[config.mk]
export PLATFORM = sky130hd
export DESIGN_NAME = lsu_master
export DESIGN_NICKNAME = d
export VERILOG_FILES = /design/src/rtl/lsu_master_pkg.sv /design/src/rtl/lsu_master_size_decode.sv /design/src/rtl/lsu_master.sv
export SDC_FILE = /design/constraint.sdc
export NUM_CORES = 1
export LEC_CHECK = 0
export CORE_MARGIN = 1
export CORE_UTILIZATION = 41
export CTS_CLUSTER_SIZE = 28
export DETAILED_ROUTE_END_ITERATION = 16
export PLACE_DENSITY = 0.8
export SYNTH_ARGS = -nofsm -noshare
export SYNTH_HDL_FRONTEND = slang
export SYNTH_HIERARCHICAL = 1
export SYNTH_SLANG_ARGS = --single-unit
[constraint.sdc]
create_clock -name clk -period 2.1 [get_ports clk]
set_clock_uncertainty 0.15 [all_clocks]
set_input_delay 0.21 -clock clk [delete_from_list [all_inputs] [get_ports clk]]
set_output_delay 0.21 -clock clk [all_outputs]
set_load 0.005 [all_outputs]
[src/rtl/lsu_master_pkg.sv]
// rtl/lsu_master_pkg.sv - funct3 codes, sign_mask encodings, FSM states and decode record for lsu_master
package lsu_master_pkg;

  typedef enum logic [1:0] {
    ST_IDLE    = 2'd0,
    ST_ISSUE   = 2'd1,
    ST_CAPTURE = 2'd2,
    ST_RESP    = 2'd3
  } lsu_state_e;

  localparam logic [2:0] F3_B  = 3'b000;
  localparam logic [2:0] F3_H  = 3'b001;
  localparam logic [2:0] F3_W  = 3'b010;
  localparam logic [2:0] F3_BU = 3'b100;
  localparam logic [2:0] F3_HU = 3'b101;

  // bit 3 requests sign extension, bits 2:0 select byte/half/word lanes
  localparam logic [3:0] SM_LB  = 4'b1001;
  localparam logic [3:0] SM_LH  = 4'b1011;
  localparam logic [3:0] SM_W   = 4'b0111;
  localparam logic [3:0] SM_LBU = 4'b0001;
  localparam logic [3:0] SM_LHU = 4'b0011;
  localparam logic [3:0] SM_SB  = 4'b0001;
  localparam logic [3:0] SM_SH  = 4'b0011;

  typedef struct packed {
    logic [3:0] sign_mask;
    logic       legal;
    logic       misaligned;
  } size_dec_t;

endpackage

[src/rtl/lsu_master_size_decode.sv]
// rtl/lsu_master_size_decode.sv - maps funct3, we and addr[1:0] to {sign_mask, legal, misaligned}
module lsu_size_decode
  import lsu_master_pkg::*;
(
  input  logic [2:0] funct3,
  input  logic       we,
  input  logic [1:0] addr_lsb,
  output size_dec_t  dec
);

  always_comb begin
    dec = '0;
    unique case (funct3)
      F3_B: begin
        dec.sign_mask = we ? SM_SB : SM_LB;
        dec.legal     = 1'b1;
      end
      F3_H: begin
        dec.sign_mask  = we ? SM_SH : SM_LH;
        dec.legal      = 1'b1;
        dec.misaligned = addr_lsb[0];
      end
      F3_W: begin
        dec.sign_mask  = SM_W;
        dec.legal      = 1'b1;
        dec.misaligned = |addr_lsb;
      end
      F3_BU: begin
        dec.sign_mask = we ? 4'b0000 : SM_LBU;
        dec.legal     = !we;
      end
      F3_HU: begin
        dec.sign_mask  = we ? 4'b0000 : SM_LHU;
        dec.legal      = !we;
        dec.misaligned = !we && addr_lsb[0];
      end
      default: dec = '0;
    endcase
  end

endmodule

[src/rtl/lsu_master.sv]
// rtl/lsu_master.sv - load/store initiator from MEM stage to data_mem responder port
// Optional LSU_MISALIGN_TRAP_EN: misaligned H/W requests take the error path instead of issuing.
module lsu_master
  import lsu_master_pkg::*;
#(
  parameter int AW = 32,
  parameter int DW = 32
) (
  input  logic          clk,
  input  logic          rst_n,
  input  logic          req_valid,
  output logic          req_ready,
  input  logic          req_we,
  input  logic [2:0]    req_funct3,
  input  logic [AW-1:0] req_addr,
  input  logic [DW-1:0] req_wdata,
  output logic          rsp_valid,
  input  logic          rsp_ready,
  output logic [DW-1:0] rsp_rdata,
  output logic          rsp_err,
  output logic          busy,
  output logic [AW-1:0] mem_addr,
  output logic [DW-1:0] mem_write_data,
  output logic          mem_memwrite,
  output logic          mem_memread,
  output logic [3:0]    mem_sign_mask,
  input  logic [DW-1:0] mem_read_data
);

`ifdef LSU_MISALIGN_TRAP_EN
  localparam bit TRAP_EN = 1'b1;
`else
  localparam bit TRAP_EN = 1'b0;
`endif

  lsu_state_e state, state_next;
  size_dec_t  dec;
  logic       err_req;
  logic       is_store;
  logic       accept, capture, enter_resp, done;

  lsu_size_decode u_size_decode (
    .funct3   (req_funct3),
    .we       (req_we),
    .addr_lsb (req_addr[1:0]),
    .dec      (dec)
  );

  assign err_req   = !dec.legal || (TRAP_EN && dec.misaligned);
  assign req_ready = (state == ST_IDLE);
  assign busy      = (state != ST_IDLE);

  always_ff @(posedge clk or negedge rst_n) begin
    if (!rst_n) state <= ST_IDLE;
    else        state <= state_next;
  end

  always_comb begin
    state_next = state;
    accept     = 1'b0;
    capture    = 1'b0;
    done       = 1'b0;
    unique case (state)
      ST_IDLE: begin
        if (req_valid) begin
          accept     = 1'b1;
          state_next = err_req ? ST_RESP : ST_ISSUE;
        end
      end
      ST_ISSUE:   state_next = is_store ? ST_RESP : ST_CAPTURE;
      ST_CAPTURE: begin
        capture    = 1'b1;
        state_next = ST_RESP;
      end
      ST_RESP: begin
        if (rsp_ready) begin
          done       = 1'b1;
          state_next = ST_IDLE;
        end
      end
      default: state_next = ST_IDLE;
    endcase
    enter_resp = (state_next == ST_RESP) && (state != ST_RESP);
  end

  // Strobes default low every cycle so each request pulses exactly once.
  always_ff @(posedge clk or negedge rst_n) begin
    if (!rst_n) begin
      mem_memread    <= 1'b0;
      mem_memwrite   <= 1'b0;
      mem_addr       <= '0;
      mem_write_data <= '0;
      mem_sign_mask  <= '0;
      is_store       <= 1'b0;
      rsp_valid      <= 1'b0;
      rsp_err        <= 1'b0;
      rsp_rdata      <= '0;
    end else begin
      mem_memread  <= 1'b0;
      mem_memwrite <= 1'b0;
      if (accept) begin
        mem_addr       <= req_addr;
        mem_write_data <= req_wdata;
        mem_sign_mask  <= dec.sign_mask;
        is_store       <= req_we;
        mem_memwrite   <= req_we && !err_req;
        mem_memread    <= !req_we && !err_req;
        rsp_rdata      <= '0;
        rsp_err        <= err_req;
      end
      if (capture)    rsp_rdata <= mem_read_data;
      if (enter_resp) rsp_valid <= 1'b1;
      if (done) begin
        rsp_valid <= 1'b0;
        rsp_err   <= 1'b0;
      end
    end
  end

endmodule

Yosys cells after proc, flatten, opt, wreduce, memory -nomap -nowiden. Index checks and enable logic that the tools add are counted.

Register bits after elaboration: 107. Output and inout bits: 106. Word-level logic and storage cells: 53.

Equality and inequality tests: 9. Multiplexer cells: 23. Reductions and logical operators: 11.

Operators by type and width (count): $mux W32 (2); $pmux W5 S5 (1); $mux W1 (13); $mux W2 (4); $mux W4 (2); $pmux W2 S4 (1); $reduce_bool A2 Y1 (4); $eq A2 B2 Y1 const B (3); $eq A3 B3 Y1 const B (2); $eq A3 B1 Y1 const B (1); $eq A3 B2 Y1 const B (1); $logic_and A1 B1 Y1 (3); $logic_not A3 Y1 (1); $eq A2 B1 Y1 const B (1); $logic_not A1 Y1 (2); $logic_not A2 Y1 (1); $ne A2 B2 Y1 const B (1).

Logic depth before layout (Yosys ltp).
Depth after elaboration: 9. Mapped depth: 6.

Modules after synthesis. The synthesis kept the hierarchy.

Modules (own cells, without submodules): lsu_master (times used 1, cells each 314, area an instance 4367.9 µm², seq. area each 2677.6 µm²); lsu_size_decode (times used 1, cells each 13, area an instance 97.6 µm², seq. area each 0.0 µm²).

Worst setup path before layout. No wires, ideal clock.

Path type: flip-flop to flip-flop. Start: register state[1]. End: register mem_addr[26]. Library setup time: 0.127 ns. Arrival: 1.394 ns. Required time: 1.823 ns. Slack: 0.428 ns. Stages on the path, launching flop included: 6. Period minus slack after synthesis: 1.672 ns. Path through: dfrtp_1 > buf_6 > nor3b_4 > buf_6 > buf_6 > mux2_1.

Cells in the longest elaborated chain, start to end: 2.

Ends and longest elaborated chain: start, declared (RTL line lsu_master.sv:36) `lsu_state_e state, state_next;`; start signal, assigned (RTL line lsu_master.sv:55) `else state <= state_next;`; $logic_not A2 Y1 (RTL line lsu_master.sv:63) `unique case (state)`; $mux W1 (RTL line lsu_master.sv:63); end signal, assigned (RTL line lsu_master.sv:102) `mem_addr <= req_addr;`; end, declared (RTL line lsu_master.sv:22) `output logic [AW-1:0] mem_addr,`.

No other way between the ends. A chain may end at the register's enable or synchronous reset.

Final worst setup path.
Start: register state[1]. End: output port req_ready.

Cells in the longest elaborated chain, start to end: 1.

Ends and longest elaborated chain: $logic_not A2 Y1 (RTL line lsu_master.sv:50) `assign req_ready = (state == ST_IDLE);`; end, declared (RTL line lsu_master.sv:12) `output logic req_ready,`.

No other way between the ends.

==> metrics.md <==
| Metric | Value |
|---|---|
| Avg Cell Area, Syn | 13.7 um2 |
| Endpoint class of the critical path | output pin |
| Ys Warns | 6 |
| Pin count of the biggest net entering global routing | 39 |
| Slew Limit Fails | 0 |
| Reg-to-Reg End | mem_addr[21]$_DFFE_PN0P_ |
| Hold Violations, Final | 0 |
| Vias | 3,242 |
| Post-CTS Setup Bufs | 0 |
| IO Pins | 210 |
| Num CTS Buffers | 9 |
| Worst-Skew Late Latency | 0.36 ns |
| Starting Density | 42.6% |
| Worst r2r src | state[1]$_DFF_PN0_ |
| Clock Pin Slew Worst Setup and Hold Paths | 0.10 ns |
| Layout cell share with drive strength beyond 1 | 18.3% |
| Critical Path Stages | 3 |
| Net Sw Frac | 28.7% |
| Core box area | 10,400 um2 |
| Worst path slowest cell | clkdlybuf4s50_1 |
| Clock buffer depth | 2 |
| FMAX | 503 MHz |
| DR DRC count | 0 |
| Cell depth of the worst flop-to-flop path | 4 |
| Area grow syn2layout | 56.1% |
| CTS tree | yes |
| Crit path buf inv count | 2 |
| Initial antenna violation count | 0 |
| Syn Nets | 426 |
| RD Place Congestion | 0.741 |
| Critical path fanouts, max | 8 |
| Critical Path RT | 1.74 ns |
| Slew headroom | 66.3% |
| Gate Count Post-Synth | 322 |
| Worst Hold Class | input pin to async pin |
| Post-route ant nets | 0 |
| Max rail drop VDD | 0.000661 V |
| Die Area | 11,200 um2 |
| Worst Path Arrival | 1.63 ns |
| Comb pwr share | 46.9% |
| Worst R2R Setup Slack | 0.42 ns |
| Initial DRC count | 213 |
| Fin nets | 644 |
| DR pass1 iterations | 4 |
| Die width | 106 um |
| LEAKAGE | 2.98 nW |
| Clock power share | 14.4% |
| Cell chain of the critical path | buf_4 > nor2_1 > clkdlybuf4s50_1 |
| Final setup vio count | 0 |
| Mapped cell area | 4420 um2 |
| Final Cell Area | 6900 um2 |
| GR Overflow Total | 0 |
| Cell Area, Placed | 6680 um2 |
| HPWL after detailed placement | 8.30 mm |
| # diodes | 0 |
| Part of the power in registers | 38.7% |
| Tcrit/Tclk final | 94.8% |
| Average wire per standard cell | 16.4 um |
| FP Rows | 37 |
| Startpoint Class | flip-flop |
| Worst Tran Pin Value | 0.505 ns |
| RSZ-0062 raised after global routing | no |
| Number of global-route vias before repair | 3,460 |
| Internal power | 6.69 mW |
| Die Height | 106 um |
| DR vias/cell | 4.76 |
| GRT Util Overall | 20.4% |
| Max Cap Viol | 0 |
| H-tree depth | 3 |
| Routed wire length | 11.2 mm |
| Setup CP Type | flip-flop to output pin |
| Setup TNS | 0 ns |
| First-pass GRT wire length | 17.6 mm |
| Clock Sinks | 107 |
| Pwr Density | 1360 nW/um2 |
| Delay-heaviest family, CP | buffers and inverters |
| P_sw | 2.69 mW |
| Min Tclk post-route | 1.99 ns |
| Clock Root Buffer | clkbuf_8 |
| CP max stage delay | 0.55 ns |
| Port bufs | 209 |
| Status | finished, final reports clean |
## stage by stage
| stage | power, mW | cells | utilization [%] | setup WS [ns] | hold WS (ns) |
|---|---|---|---|---|---|
| after global placement | 7.94 | 664 | 64.4 | 0.139 | 0.0650 |
| after CTS | 9.50 | 681 | 66.5 | 0.0796 | 0.211 |
| after global routing | 9.99 | 681 | 66.5 | 0.0117 | 0.210 |
| after floorplan | 5.47 | 322 | - | 0.428 | -0.236 |
| after detailed placement | 8.10 | 664 | 64.4 | 0.0863 | 0.0721 |
| final | 9.38 | 681 | 66.5 | 0.110 | 0.204 |
## cells in the final DEF, fill, tap and decap left out, drive strengths merged
cell,count
clkdlybuf4s50,208
a31o,1
mux2,69
bufinv,2
nor3b,2
inv,4
nand2b,2
o2bb2ai,1
nor2,3
o21ai,33
nor3,1
a21oi,1
nand2,68
clkbuf,11
a211oi,1
and2,1
a221oi,1
a22oi,1
dfrtp,107
dlygate4sd3,1
and3,1
clkinvlp,1
nor2b,2
a31oi,2
clkinv,2
buf,19
## per-layer routing
layer / up-vias / share of wire [%] / wire length, um / track usage (%)
met2: 128 / 49 / 5450 / 33.4
met4: 0 / 2.4 / 265 / 8.93
met3: 19 / 6.7 / 746 / 6.06
met1: 1580 / 42 / 4720 / 25.0
li1: 1515 / - / - / -
met5: - / 0 / 0 / 0
## sequential cells by signal, summed over array words and instances, names as in the netlist
| register | count |
|---|---|
| is_store | 1 |
| mem_write_data | 32 |
| mem_sign_mask | 4 |
| rsp_valid | 1 |
| mem_memwrite | 1 |
| rsp_rdata | 32 |
| rsp_err | 1 |
| mem_memread | 1 |
| mem_addr | 32 |
| state | 2 |
## worst reg2reg max path, stage by stage (launching register included)
cell and delay [ns]:
dfrtp_1 0.42, nor3b_4 0.31, buf_12 0.18, buf_12 0.20
mux2_4 0.32
## power by group through the flow
stage          Combinational [mW]  Sequential (mW)  Clock, mW
6_report                     4.40             3.63       1.35
5_1_grt                      4.73             3.76       1.50
3_5_place_dp                 4.44             3.66          0
3_3_place_gp                 4.32             3.62          0
2_1_floorplan                1.80             3.67          0
4_1_cts                      4.46             3.64       1.40
## area by class of cell
type                            instances  area (um2)
Inverter                                4        15.0
Fill cell                             773        3470
Timing Repair Buffer                  228        2300
Tap cell                              136         170
Clock inverter                          5        77.6
Sequential cell                       107        2680
Multi-Input combinational cell        190        1530
Clock buffer                           11         131
## worst max path at each step
| stage | end | startpoint | slack (ns) |
|---|---|---|---|
| after global placement | mem_addr[16]$_DFFE_PN0P_ | req_valid | 0.14 |
| after detailed placement | mem_addr[21]$_DFFE_PN0P_ | req_valid | 0.09 |
| final | req_ready | state[1]$_DFF_PN0_ | 0.11 |
| after floorplan | mem_addr[26]$_DFFE_PN0P_ | state[1]$_DFF_PN0_ | 0.43 |
| after global routing | busy | state[1]$_DFF_PN0_ | 0.01 |
| after CTS | req_ready | state[1]$_DFF_PN0_ | 0.08 |
## what timing repair did
| action | in CTS | in global routing |
|---|---|---|
| endpoints found under the hold margin | 34 | 0 |
| hold buffers | 1 | 0 |
| gates resized for setup | 0 | 0 |
Note: power is estimated with default switching activity, not from simulation.
==> edit: new RTL, same flow settings <==
Make the reset (`rst_n`) synchronous in 2 clocked blocks.
--- a/src/rtl/lsu_master.sv
+++ b/src/rtl/lsu_master.sv
@@ -50,7 +50,7 @@
   assign req_ready = (state == ST_IDLE);
   assign busy      = (state != ST_IDLE);
 
-  always_ff @(posedge clk or negedge rst_n) begin
+  always_ff @(posedge clk) begin
     if (!rst_n) state <= ST_IDLE;
     else        state <= state_next;
   end
@@ -84,7 +84,7 @@
   end
 
   // Strobes default low every cycle so each request pulses exactly once.
-  always_ff @(posedge clk or negedge rst_n) begin
+  always_ff @(posedge clk) begin
     if (!rst_n) begin
       mem_memread    <= 1'b0;
       mem_memwrite   <= 1'b0;
Function: differs if rst_n is asserted again (counterexample within 4 cycles, from zero or initial values and one cycle with rst_n low); with rst_n held inactive, the same outputs for 10 cycles.
==> edit against the original RTL <==
Wire length increased by 1.3%; count of clock-buffer cells in the layout did not move; sequential cell count did not move; synthesized area fell by 6.8%; final area is 6.6% lower; non-clock buffer count decreased by 11; register-to-register slack got worse by 0.05 ns; worst setup slack improved by 0.042 ns; highest routed layer unchanged.
Power is not compared: it rests on default switching activity, and its combinational part moved more than twofold at a synthesized area within 25%.
==> edit: results (changes against the original RTL) <==
status finished clean; Tot GR Track Use 21.6% (+1.2 points); initial antenna violation count 0 (unchanged); Setup Buffers After CTS 0 (unchanged); Starting DRT DRC Count 94 (-56%); slack of the worst reg-to-reg path 0.37 ns (-0.05 ns); worst hold-check path type in -> reg; insertion delay to the later sink of the worst-skew pair 0.36 ns (about the same); CTS Buf Count 9 (unchanged); Syn Nets 585 (+37%); WL/cell 14.0 µm (-14%); Critical R2R Capture rsp_rdata[3]$_SDFFE_PN0P_; Hold EP mem_sign_mask[2]$_SDFFE_PN0P_; final hold viol count 0 (unchanged); CP arrival 1.59 ns (-0.04 ns); via count 3818 (+18%); final net count 773 (+20%); critical path's slowest cell dfxtp_1; Least-Margin Pin Slew 0.492 ns (-0.0124 ns); share of cells above drive strength 1 4.61% (-14 points); CTS HTree Levels 3 (unchanged); first-pass GRT wire length 17500 µm (-0.59%); worst r2r src state[0]$_SDFF_PN0_; fill cell count 830 (+7.4%); final cell count without fillers 806 (+18%); DR pass1 iterations 4 (unchanged); slowest cell delay on critical path 0.52 ns (-0.03 ns); largest net degree at the start of global routing 72 (+85%); CTS Buffer Depth 2 (unchanged); Mapped Cells 481 (+49%); Post-Place Setup Slack 0.140 ns (+0.0538 ns); placed cell count 791 (+19%); GP Congestion 0.739 (-0.22%); DPL Wire Length 8000 µm (-3.6%); Root Driver clkbuf_8
edit: layer usage:
metal  track usage [%]  share of wire (%)
met1              23.7                 40
met2              39.0                 50
met3              6.50                8.3
met4              8.46                1.6
met5                 0                  0
edit: worst max-delay path by stage:
| stage | end | start | slack, ns |
|---|---|---|---|
| 2_1_floorplan | mem_addr[23]$_SDFFE_PN0P_ | state[1]$_SDFF_PN0_ | 0.58 |
| 3_3_place_gp | rsp_rdata[5]$_SDFFE_PN0P_ | req_valid | 0.19 |
| 3_5_place_dp | rsp_rdata[8]$_SDFFE_PN0P_ | req_valid | 0.14 |
| 4_1_cts | busy | state[0]$_SDFF_PN0_ | 0.09 |
| 5_1_grt | busy | state[0]$_SDFF_PN0_ | 0.05 |
| 6_report | busy | state[0]$_SDFF_PN0_ | 0.15 |
edit: layout make-up:
cell class / count / area (µm²) / share of cell area (%)
Multi-Input combinational cell: 330 / 1740 / 26.9
Clock inverter: 4 / 50.0 / 0.776
Inverter: 4 / 15.0 / 0.233
Timing Repair Buffer: 217 / 2180 / 33.9
Clock buffer: 11 / 151 / 2.35
Tap cell: 133 / 166 / 2.58
Sequential cell: 107 / 2140 / 33.2
edit: where the power goes:
part	total [mW]	internal [mW]	switching, mW	leakage (nW)
Sequential	2.25	2.17	0.0808	0.874
Combinational	0.924	0.540	0.384	1.30
Clock	1.29	0.609	0.681	0.0974
edit: per-stage QoR:
step / power, mW / hold WS [ns] / area, µm²
after CTS: 4.52 / 0.106 / 6440
after global routing: 4.69 / 0.131 / 6450
after detailed placement: 3.22 / 0.287 / 6240
after floorplan: 2.67 / 0.130 / 4120
final: 4.46 / 0.119 / 6450
after global placement: 3.20 / 0.288 / 6240
